==> src/rtl/metric_pkg.sv <==
// Shared types and defaults for the path-metric minimum tracker and its comparator.
package metric_pkg;

    typedef enum logic [0:0] {
        ACCUM = 1'b0,
        HOLD  = 1'b1
    } state_e;

    localparam int DEF_WIDTH   = 6;
    localparam int DEF_NSTATES = 64;

    function automatic int idx_width(input int nstates);
        return (nstates > 1) ? $clog2(nstates) : 1;
    endfunction

endpackage

==> src/rtl/metric_lt.sv <==
// Combinational a < b built from a subtract, signed (sign xor overflow) or unsigned (no carry out).
module metric_lt #(
    parameter int WIDTH  = 6,
    parameter int SIGNED = 1
) (
    input  logic [WIDTH-1:0] a,
    input  logic [WIDTH-1:0] b,
    output logic             lt
);

    logic             carry;
    logic             sign;
    logic [WIDTH-2:0] low_unused;
    logic             ovf;

    // Only the sign and carry of a + ~b + 1 decide the result; the low difference bits are not needed here.
    assign {carry, sign, low_unused} = {1'b0, a} + {1'b0, ~b} + {{WIDTH{1'b0}}, 1'b1};
    assign ovf = (a[WIDTH-1] ^ b[WIDTH-1]) & (a[WIDTH-1] ^ sign);
    assign lt  = (SIGNED != 0) ? (sign ^ ovf) : ~carry;

endmodule

==> src/rtl/metric_min_tracker.sv <==
// Streaming minimum finder: tracks the smallest metric and its beat index per frame, then holds the result.
//
// state | meaning
// ACCUM | accepting beats, updating running minimum and index
// HOLD  | frame result presented on out_*, waiting for out_ready
module metric_min_tracker
    import metric_pkg::*;
#(
    parameter int WIDTH   = DEF_WIDTH,
    parameter int NSTATES = DEF_NSTATES,
    parameter int SIGNED  = 1,
    parameter int IW      = idx_width(NSTATES),
    parameter int CW      = $clog2(NSTATES + 1)
) (
    input  logic             clk,
    input  logic             reset,
    input  logic             in_valid,
    output logic             in_ready,
    input  logic [WIDTH-1:0] in_metric,
    input  logic             in_last,
    output logic             out_valid,
    input  logic             out_ready,
    output logic [WIDTH-1:0] out_min,
    output logic [IW-1:0]    out_index,
    output logic [CW-1:0]    out_count,
    output logic             out_err
);

    state_e           state;
    logic [CW-1:0]    cnt;
    logic [WIDTH-1:0] min_r;
    logic [IW-1:0]    idx_r;

    logic             first_beat;
    logic             last_pos;
    logic             lt;
    logic             take;
    logic [WIDTH-1:0] new_min;
    logic [IW-1:0]    new_idx;

    metric_lt #(
        .WIDTH  (WIDTH),
        .SIGNED (SIGNED)
    ) u_lt (
        .a  (in_metric),
        .b  (min_r),
        .lt (lt)
    );

    assign in_ready   = (state == ACCUM);
    assign out_valid  = (state == HOLD);

    assign first_beat = (cnt == '0);
    assign last_pos   = (cnt == CW'(NSTATES - 1));
    // Strict compare keeps the earlier index on ties.
    assign take       = first_beat || lt;
    assign new_min    = take ? in_metric : min_r;
    assign new_idx    = take ? cnt[IW-1:0] : idx_r;

    always_ff @(posedge clk) begin
        if (reset) begin
            state     <= ACCUM;
            cnt       <= '0;
            min_r     <= '0;
            idx_r     <= '0;
            out_min   <= '0;
            out_index <= '0;
            out_count <= '0;
            out_err   <= 1'b0;
        end else begin
            case (state)
                ACCUM: begin
                    if (in_valid) begin
                        min_r <= new_min;
                        idx_r <= new_idx;
                        if (in_last || last_pos) begin
                            out_min   <= new_min;
                            out_index <= new_idx;
                            out_count <= cnt + 1'b1;
                            out_err   <= last_pos && !in_last;
                            state     <= HOLD;
                        end else begin
                            cnt <= cnt + 1'b1;
                        end
                    end
                end
                HOLD: begin
                    if (out_ready) begin
                        cnt   <= '0;
                        state <= ACCUM;
                    end
                end
                default: state <= ACCUM;
            endcase
        end
    end

endmodule

==> config.mk <==
export PLATFORM = sky130hd
export DESIGN_NAME = metric_min_tracker
export DESIGN_NICKNAME = d
export VERILOG_FILES = /design/src/rtl/metric_pkg.sv /design/src/rtl/metric_lt.sv /design/src/rtl/metric_min_tracker.sv
export SDC_FILE = /design/constraint.sdc
export NUM_CORES = 1
export LEC_CHECK = 0
export CAP_MARGIN = 15
export CORE_MARGIN = 1
export CORE_UTILIZATION = 52
export DETAILED_ROUTE_END_ITERATION = 12
export HOLD_SLACK_MARGIN = 0.03
export PLACE_DENSITY = 0.78
export SLEW_MARGIN = 20
export SYNTH_ARGS = -nofsm -noshare
export SYNTH_HDL_FRONTEND = slang
export SYNTH_SLANG_ARGS = --single-unit
==> constraint.sdc <==
create_clock -name clk -period 2.9 [get_ports clk]
set_input_delay 0.58 -clock clk [delete_from_list [all_inputs] [get_ports clk]]
set_output_delay 0.58 -clock clk [all_outputs]
set_load 0.02 [all_outputs]
### After elaboration in Yosys (flattened, before gate mapping)

Index checks and enable logic that the tools add are counted.

* register bits after elaboration: 40
* input bits: 11
* logic and storage cells: 39

* add/subtract/negate cells: 3
* equal/unequal tests: 4
* mux-type cells: 10
* bitwise gates (word level): 6
* reductions and logical operators: 8

Operator list (count)
* two-way mux 7 bit: 3
* case mux 7 bit (2 select lines): 1
* two-way mux 6 bit: 2
* adder 7 x 1 -> 7 bit, second input constant: 1
* == test 7 x 6 -> 1 bit, second input constant: 1
* logical NOT 7 bit: 1
* adder 6 x 1 -> 6 bit, second input constant: 1
* adder 6 bit: 1
* != test 2 bit, second input constant: 3
* NOT 6 bit: 1
* AND reduction 3 bit: 2
* two-way mux 1 bit: 3
* XOR 1 bit: 3
* logical OR 1 bit: 2
* case mux 1 bit (2 select lines): 1
* AND reduction 2 bit: 1
* bitwise AND 1 bit: 1
* logical AND 1 bit: 1
* logical NOT 1 bit: 1
* NOT 1 bit: 1

### Logic depth before layout (Yosys ltp)

Gate-level depths: netlist (run 1).

* depth after elaboration: 8
* depth in mapped cells: 12
* mapped depth without buffers: 9

### By module

Synthesis (run 1) repeated with hierarchy kept, for this count alone.

* cell total of the unflattened synthesis: 237
* area, all modules: 2108.3 um^2

Modules (own cells, without submodules)
* metric_min_tracker: instances 1, cells an instance 220, area each 1974.4 um^2, sequential area each 800.8 um^2
* metric_lt: instances 1, cells an instance 17, area each 133.9 um^2, sequential area each 0.0 um^2

### Least setup slack after synthesis (run 1)

No wires, ideal clock.

* path type: input-to-reg
* start point: input in_metric[1]
* end point: register idx_r[2]
* setup time: 0.070 ns
* data arrival time: 2.421 ns
* data required time: 2.830 ns
* path slack: 0.408 ns
* stages: 11
* path buffers: 3
* path through: ha_1 -> a21o_1 -> a21oi_1 -> o21a_1 -> fa_1 -> clkbuf_2 -> a21oi_2 -> buf_6 -> buf_6 -> o21ai_0 -> a21oi_1

* longest elaborated chain between the ends: 7

RTL lines
* start: declaration: line metric_min_tracker.sv:19 `input logic [WIDTH-1:0] in_metric,`
* adder 6 bit (*): line metric_lt.sv:17 `assign {carry, sign, low_unused} = {1'b0, a} + {1'b0, ~b} + {{WIDTH{1'b0}}, 1'b1};`
* adder 6 x 1 -> 6 bit (*): line metric_lt.sv:17
* XOR 1 bit: line metric_lt.sv:18 `assign ovf = (a[WIDTH-1] ^ b[WIDTH-1]) & (a[WIDTH-1] ^ sign);`
* bitwise AND 1 bit: line metric_lt.sv:18
* XOR 1 bit (*): line metric_lt.sv:19 `assign lt = (SIGNED != 0) ? (sign ^ ovf) : ~carry;`
* logical OR 1 bit (*): line metric_min_tracker.sv:56 `assign take = first_beat || lt;`
* two-way mux 6 bit (*): line metric_min_tracker.sv:58 `assign new_idx = take ? cnt[IW-1:0] : idx_r;`
* end signal: assignment: line metric_min_tracker.sv:75 `idx_r <= new_idx;`
* end: declaration: line metric_min_tracker.sv:32 `logic [IW-1:0] idx_r;`

Mark *: on every way between the ends. The rest lies on a longest branch, timed or not.
A chain may end at the register's enable or synchronous reset.

### Final worst setup path (run 1)

* start point: input in_metric[1]
* end point: register out_index[0]

* longest elaborated chain between the ends: 7

RTL lines
* adder 6 bit (*): line metric_lt.sv:17
* adder 6 x 1 -> 6 bit (*): line metric_lt.sv:17
* XOR 1 bit: line metric_lt.sv:18
* bitwise AND 1 bit: line metric_lt.sv:18
* XOR 1 bit (*): line metric_lt.sv:19
* logical OR 1 bit (*): line metric_min_tracker.sv:56
* two-way mux 6 bit (*): line metric_min_tracker.sv:58
* end signal: assignment: line metric_min_tracker.sv:78 `out_index <= new_idx;`
* end: declaration: line metric_min_tracker.sv:24 `output logic [IW-1:0] out_index,`

Marks and branches as above.

==> impl_results.md, run 1 <==
- Starting Density: 0.542
- Max Root-Sink Buffers: 2
- Adder-Cell Fraction of Synth Area: 0.0479
- Post-synthesis compound-gate area fraction: 0.242
- DRC errors left: 0
- Initial antenna violation count: 0
- Internal Power: 0.860 mW
- Sequential cell area fraction in the yosys report: 0.403
- Slew Viols, Final: 0
- CP Launch Point: in_metric[1]
- Clock share of power: 0.320
- Die Y-Extent: around 64 um
- Setup TNS: 0 ns
- Max frequency: between 300 and 400 MHz
- Initial DRC Count: between 90 and 100
- Final hold viol count: 0
- Die Width: around 64 um
- Routed vias: roughly 1600
- Crit start category: primary input
- Synth cell types: 46
- Largest family of logic cells by synthesized area: compound AO/OA/AOI/OAI gates
- Routed wire length: ~4100 um
- Final period util: 0.907
- Sw Share: 0.261
- Share of power burned in registers: 0.504
- Worst reg-to-reg path cell count: 10
- Crit path largest cell delay: around 0.44 ns
- Most used cell, CP: a21oi_1
- YS warnings: 0
- Clock skew: about 0.0048 ns
- CP max FO: 12
- Synth Cell Area: about 2000 sq um
- Max_slew headroom: 0.526
- Fin crit period: between 2 and 3 ns
- Most common cell after layout, fill and taps aside: dfxtp_1
- RSZ-0062 raised after global routing: no
- Leakage: between 0.8 and 0.9 nW
- Slowest stage cell, crit path: clkdlybuf4s50_1
- Yosys top cell area share: 0.403
- Vias/cell: ~5.5
- Largest net degree at the start of global routing: 21
- Root buffer cell: clkbuf_8
- Setup CP Type: primary input to flop
- CP cell instances: clkdlybuf4s50_1 -> ha_1 -> a21o_1 -> a21oi_1 -> o21a_1 -> fa_1 -> a21oi_2 -> buf_4 -> mux2i_1 -> a21oi_1
- Met3 routed WL: between 150 and 200 um
- I/O pin total: 33
- Final Non-Filler Cells: 291
- Uppermost layer routed: met4
- Clock latency on the worst-skew pair: approximately 0.29 ns
- Layout cells sized above 1: 0.128
- Post-synthesis mux area share: 0.0624
- Post-DP Area: between 2000 and 2500 sq um
- GP Congestion: 0.793
- Max IR drop VDD: about 0.27 mV
- Max-Cap Viols: 0
- Yosys reg bits: 40
- Drt wl/cell: around 14 um
- # H-tree levels: 2
- Nets@finish: 260
- Status: complete, no violations
- Hold Path Depth: 2
- IO Port Bufs: 32
- Met2 Routed Length: 1870 um
- Post-route total power: approximately 1.2 mW
- Gr usage total: 0.223
- Crit path required time: 3.08 ns
- Placed insts: 283
- TritonCTS buffer count: 5
- Final non-filler cell area: ~2400 sq um
- Type of the worst min-delay path: flop to flop
- Synth top area cells: dfxtp_1 (40%), a21oi_1 (6.0%), mux2i_1 (4.5%), ha_1 (3.8%), o21ai_0 (3.5%)
- Vias in the first global route: 1558
- XOR/XNOR Fraction of Synth Area: 0.00882
- PD cells: ~480 nW/um^2
- Crit end category: flop
- Commonest cells after routing, fill and taps aside: dfxtp_1 (40), clkdlybuf4s50_1 (32), a21oi_1 (24)
- FF-to-FF Start: min_r[1]
- Gate count after technology mapping: 210
- Hpwl dp: between 2000 and 3000 um
- Area Overhead vs Synth: 22.6%
- Metal-1 WL: around 2000 um
- Global-route wire length before repair: just over 7000 um
- Synthesized Nets: 228
- Avg Cell Area, Syn: 9.46 sq um
- Clock Sinks: 40
- Initial DRT Pass Iterations: 4
- Synth Area in Simple Gates: 0.168
- Arrival time of the worst setup path: 2.81 ns
- CTS Hold Bufs: 0
- Post-CTS Repair Setup Buffers: 0
- Die Area: around 4100 sq um
- CTS tree: yes
- Remaining Overflow, GRT: 0
- Endpoints failing setup: 0
- Sw power: between 0.3 and 0.4 mW
- Antenna diode count: 0
- Final ANT Viol Nets: 0
- Comb power frac: 0.176
- Hold_sp: out_index[4]
- FP Rows: 22
- Worst-margin pin slew: 0.702 ns
- Clock Pin Slew Worst Setup and Hold Paths: roughly 0.070 ns
- Core Area: around 3700 sq um
- Resize count post-CTS: 0
- Cell taking the most area after synthesis: dfxtp_1
==> cells by family (layout without fill, tap and decap cells) <==
logic type               after synthesis  in the layout
AO/OA/AOI/OAI                         68             68
XOR/XNOR                               2              2
adder cells (fa/ha/maj)                7              7
buffers and inverters                 25             58
flip-flops                            40             40
multiplexers                          12             12
AND/OR/NAND/NOR                       56             56
==> Yosys cell counts (all sizes together) <==
library cell / count
a211oi: 2
a21o: 3
a21oi: 25
a221oi: 2
a22o: 1
a311oi: 3
a31oi: 1
and3: 1
buf: 10
clkbuf: 6
clkinv: 1
dfxtp: 40
fa: 1
ha: 6
inv: 8
mux2: 3
mux2i: 9
nand2: 18
nand2b: 5
nand3: 10
nand3b: 1
nor2: 10
nor2b: 1
nor3: 1
nor3b: 1
nor4: 1
nor4b: 1
o211ai: 2
o21a: 1
o21ai: 14
o2bb2ai: 1
o311a: 1
o311ai: 1
o31ai: 7
o41a: 1
o41ai: 3
or2: 1
or4b: 5
xnor2: 2
==> registers in the layout, summed over array words and instances (netlist names) <==
register,flops
cnt,7
min_r,6
out_index,6
out_err,1
idx_r,6
out_min,6
out_count,7
out_valid,1
==> layer usage <==
metal	GRT usage	up-vias
met5	0	-
met4	0.108	0
met3	0.0429	5
met2	0.362	40
met1	0.283	731
li1	-	828
==> power by group through the flow <==
stage / sequential (mW) / clock [mW] / combinational (mW)
after floorplan: 0.616 / 0 / 0.110
after global placement: 0.599 / 0 / 0.201
after detailed placement: 0.599 / 0 / 0.203
after CTS: 0.587 / 0.383 / 0.205
after global routing: 0.590 / 0.416 / 0.223
final: 0.587 / 0.373 / 0.205
==> final timing paths <==
check / end / slack [ns]
hold reg to reg: out_index[4] / 0.46
hold / removal: out_index[4] / 0.46
setup / recovery: out_index[0] / 0.27
setup reg to reg: out_index[0] / 0.64
==> metrics by stage <==
| stage | util | hold slack (ns) | setup slack, ns |
|---|---|---|---|
| after floorplan | - | 0.448 | 0.408 |
| after global placement | 0.640 | 0.450 | 0.0928 |
| after global routing | 0.665 | 0.483 | 0.146 |
| final | 0.665 | 0.464 | 0.268 |
| after CTS | 0.665 | 0.464 | 0.289 |
| after detailed placement | 0.640 | 0.449 | 0.00284 |
==> worst max-delay path: cells and delay by family <==
| kind | cells | cell delay, ns |
|---|---|---|
| adder cells (fa/ha/maj) | 2 | 0.69 |
| buffers and inverters | 2 | 0.67 |
| AO/OA/AOI/OAI | 5 | 0.63 |
| multiplexers | 1 | 0.23 |
==> layout make-up <==
type / count / area (sq um)
clock buffer: 8 / 90.1
fill: 314 / 1230
inverter: 9 / 33.8
multi-input combinational: 145 / 1060
sequential: 40 / 801
tap: 48 / 60.1
timing repair buffer: 41 / 388
Note: power is estimated with default switching activity, not from simulation.
==> run 2: changes to the inputs <==
--- a/config.mk
+++ b/config.mk
@@ -5,7 +5,7 @@
 export SDC_FILE = /design/constraint.sdc
 export NUM_CORES = 1
 export LEC_CHECK = 0
-export CAP_MARGIN = 15
+export CAP_MARGIN = 10
 export CORE_MARGIN = 1
 export CORE_UTILIZATION = 52
 export DETAILED_ROUTE_END_ITERATION = 12
==> constraint.sdc (replaced) <==
create_clock -name clk -period 2.9 [get_ports clk]
set_input_delay 0.725 -clock clk [delete_from_list [all_inputs] [get_ports clk]]
set_output_delay 0.725 -clock clk [all_outputs]
set_load 0.02 [all_outputs]
==> run 2 against run 1 <==
First-iteration DRC count is 20% lower; critical path depth stayed put; largest cell class unchanged; maximum frequency is 2.4% lower; setup slack worse by 0.065 ns; register-to-register slack better by 0.05 ns; highest routed layer unchanged; sequential share of layout area is 0.38 points lower; power is 2.2% higher; sequential power hardly changed; non-clock buffer count is 3 higher.
==> impl_results.md, run 2 (synthesized netlist as in run 1, its figures left out) <==
- Setup TNS: 0 ns (unchanged)
- Post-DP Area: 2370 sq um (+0.96%)
- Final non-filler cell area: 2460 sq um (+1.2%)
- Fin crit period: 2.70 ns (+0.0647 ns)
- Die Y-Extent: 63.8 um (unchanged)
- Remaining Overflow, GRT: 0 (unchanged)
- Final ANT Viol Nets: 0 (unchanged)
- Global-route wire length before repair: 6960 um (-1.8%)
- Hpwl dp: 2880 um (+0.32%)
- Core Area: 3660 sq um (unchanged)
- Initial DRT Pass Iterations: 4 (unchanged)
- Largest net degree at the start of global routing: 31 (+48%)
- TritonCTS buffer count: 5 (unchanged)
- Commonest cells after routing, fill and taps aside: dfxtp_1 (40), clkdlybuf4s50_1 (32), a21oi_1 (24)
- GP Congestion: 0.804 (+1.3%)
- Post-CTS Repair Setup Buffers: 0 (unchanged)
- IO Port Bufs: 32 (unchanged)
- Layout cells sized above 1: 0.143 (+0.0153)
- Clock skew: 0.00394 ns (-0.000875 ns)
- PD cells: 483 nW/um^2 (+1.0%)
- Metal-1 WL: 1970 um (+0.41%)
- Gr usage total: 0.224 (+0.00127)
- Root buffer cell: clkbuf_8
- Vias in the first global route: 1496 (-4.0%)
- Uppermost layer routed: met4
- Type of the worst min-delay path: flop to flop
- Endpoints failing setup: 0 (unchanged)
- Most common cell after layout, fill and taps aside: dfxtp_1
- FP Rows: 22 (unchanged)
- Arrival time of the worst setup path: 2.87 ns (+0.06 ns)
- Placed insts: 286 (+1.1%)
- CTS Hold Bufs: 0 (unchanged)
- Slew Viols, Final: 0 (unchanged)
- DRC errors left: 0 (unchanged)
- Final hold viol count: 0 (unchanged)
- Crit end category: flop
- CP max FO: 10 (-2)
- Final core utilization: 0.673 (+0.00786)
- Leading registers by flop count: cnt: 7 flops, out_count: 7 flops
- Setup CP Type: primary input to flop
- Hold_sp: out_index[5]
- # H-tree levels: 2 (unchanged)
- Post-route total power: 1.19 mW (+2.2%)
- Drt wl/cell: 13.7 um (-2.0%)
- FF-to-FF Start: min_r[1]
- Die Area: 4070 sq um (unchanged)
- Max IR drop VDD: 0.333 mV (+22%)
- Area Overhead vs Synth: 24.0%
- Routed vias: 1629 (+1.6%)
- CP Launch Point: in_metric[1]
- Clock Pin Slew Worst Setup and Hold Paths: 0.07 ns (about the same)
- Clock latency on the worst-skew pair: 0.30 ns (about the same)
- Resize count post-CTS: 0 (unchanged)
- Status: complete, no violations
- Die Width: 63.8 um (unchanged)
- Final period util: 0.930 (+0.0223)
- Initial antenna violation count: 0 (unchanged)
- Leakage: 0.912 nW (+2.2%)
- Max frequency: 371 MHz (-2.4%)
- Worst-margin pin slew: 0.696 ns (-0.00533 ns)
- Nets@finish: 263 (+1.2%)
- Crit path required time: 3.07 ns (about the same)
- Clock Sinks: 40 (unchanged)
- Routed wire length: 4020 um (-1.3%)
- WHS: 0.460 ns (-0.00448 ns)
- I/O pin total: 33 (unchanged)
- RSZ-0062 raised after global routing: no
- Starting Density: 0.542 (unchanged)
- Antenna diode count: 0 (unchanged)
- Final WS setup: 0.204 ns (-0.0647 ns)
- Max-Cap Viols: 0 (unchanged)
- Max_slew headroom: 0.530 (+0.00360)
- Vias/cell: 5.56 (+0.87%)
- DP Worst Slack: -0.123 ns (-0.126 ns)
- Initial DRC Count: 74 (-20%)
- Met3 routed WL: 157 um (-7.6%)
- Filler Cell Count: 310 (-1.3%)
- CTS tree: yes
- Met2 Routed Length: 1810 um (-3.6%)
- Final Non-Filler Cells: 293 (+0.69%)
- Max Root-Sink Buffers: 2 (unchanged)
- Crit start category: primary input
==> run 2: changes by cell type in the layout (fill, tap and decap cells not counted) <==
cell,delta
clkbuf_8,+1
buf_4,+3
clkbuf_1,-2
==> run 2: power breakdown <==
part,switching (mW),leakage [nW],total (mW),internal [mW]
clock network,0.184,0.0503,0.396,0.212
registers,0.0139,0.326,0.587,0.573
logic,0.111,0.536,0.207,0.0960
total,0.310,0.912,1.19,0.881
==> run 2: layout make-up <==
| type | count | area (sq um) | share of cell area |
|---|---|---|---|
| Clock buffer | 7 | 96.3 | 0.0391 |
| Tap cell | 48 | 60.1 | 0.0244 |
| Sequential cell | 40 | 801 | 0.325 |
| Timing Repair Buffer | 44 | 410 | 0.167 |
| Multi-Input combinational cell | 145 | 1060 | 0.431 |
| Inverter | 9 | 33.8 | 0.0137 |
==> run 2: worst max-delay path: stages <==
cell             delay [ns]
clkdlybuf4s50_1        0.42
ha_1                   0.29
a21o_1                 0.10
a21oi_1                0.06
o21a_1                 0.20
fa_1                   0.40
a21oi_2                0.17
buf_4                  0.21
mux2i_1                0.20
a21oi_1                0.09
==> run 2: layer usage <==
layer / global-route usage / vias to the layer above
met5: 0 / -
met4: 0.114 / 0
met3: 0.0482 / 7
met2: 0.347 / 42
met1: 0.293 / 750
li1: - / 830
==> run 2: final timing paths <==
check / to / slack [ns] / cells after the start
min reg2reg: out_index[5] / 0.46 / 2
max: out_index[1] / 0.20 / 10
max reg2reg: out_index[1] / 0.69 / 10
min: out_index[5] / 0.46 / 2
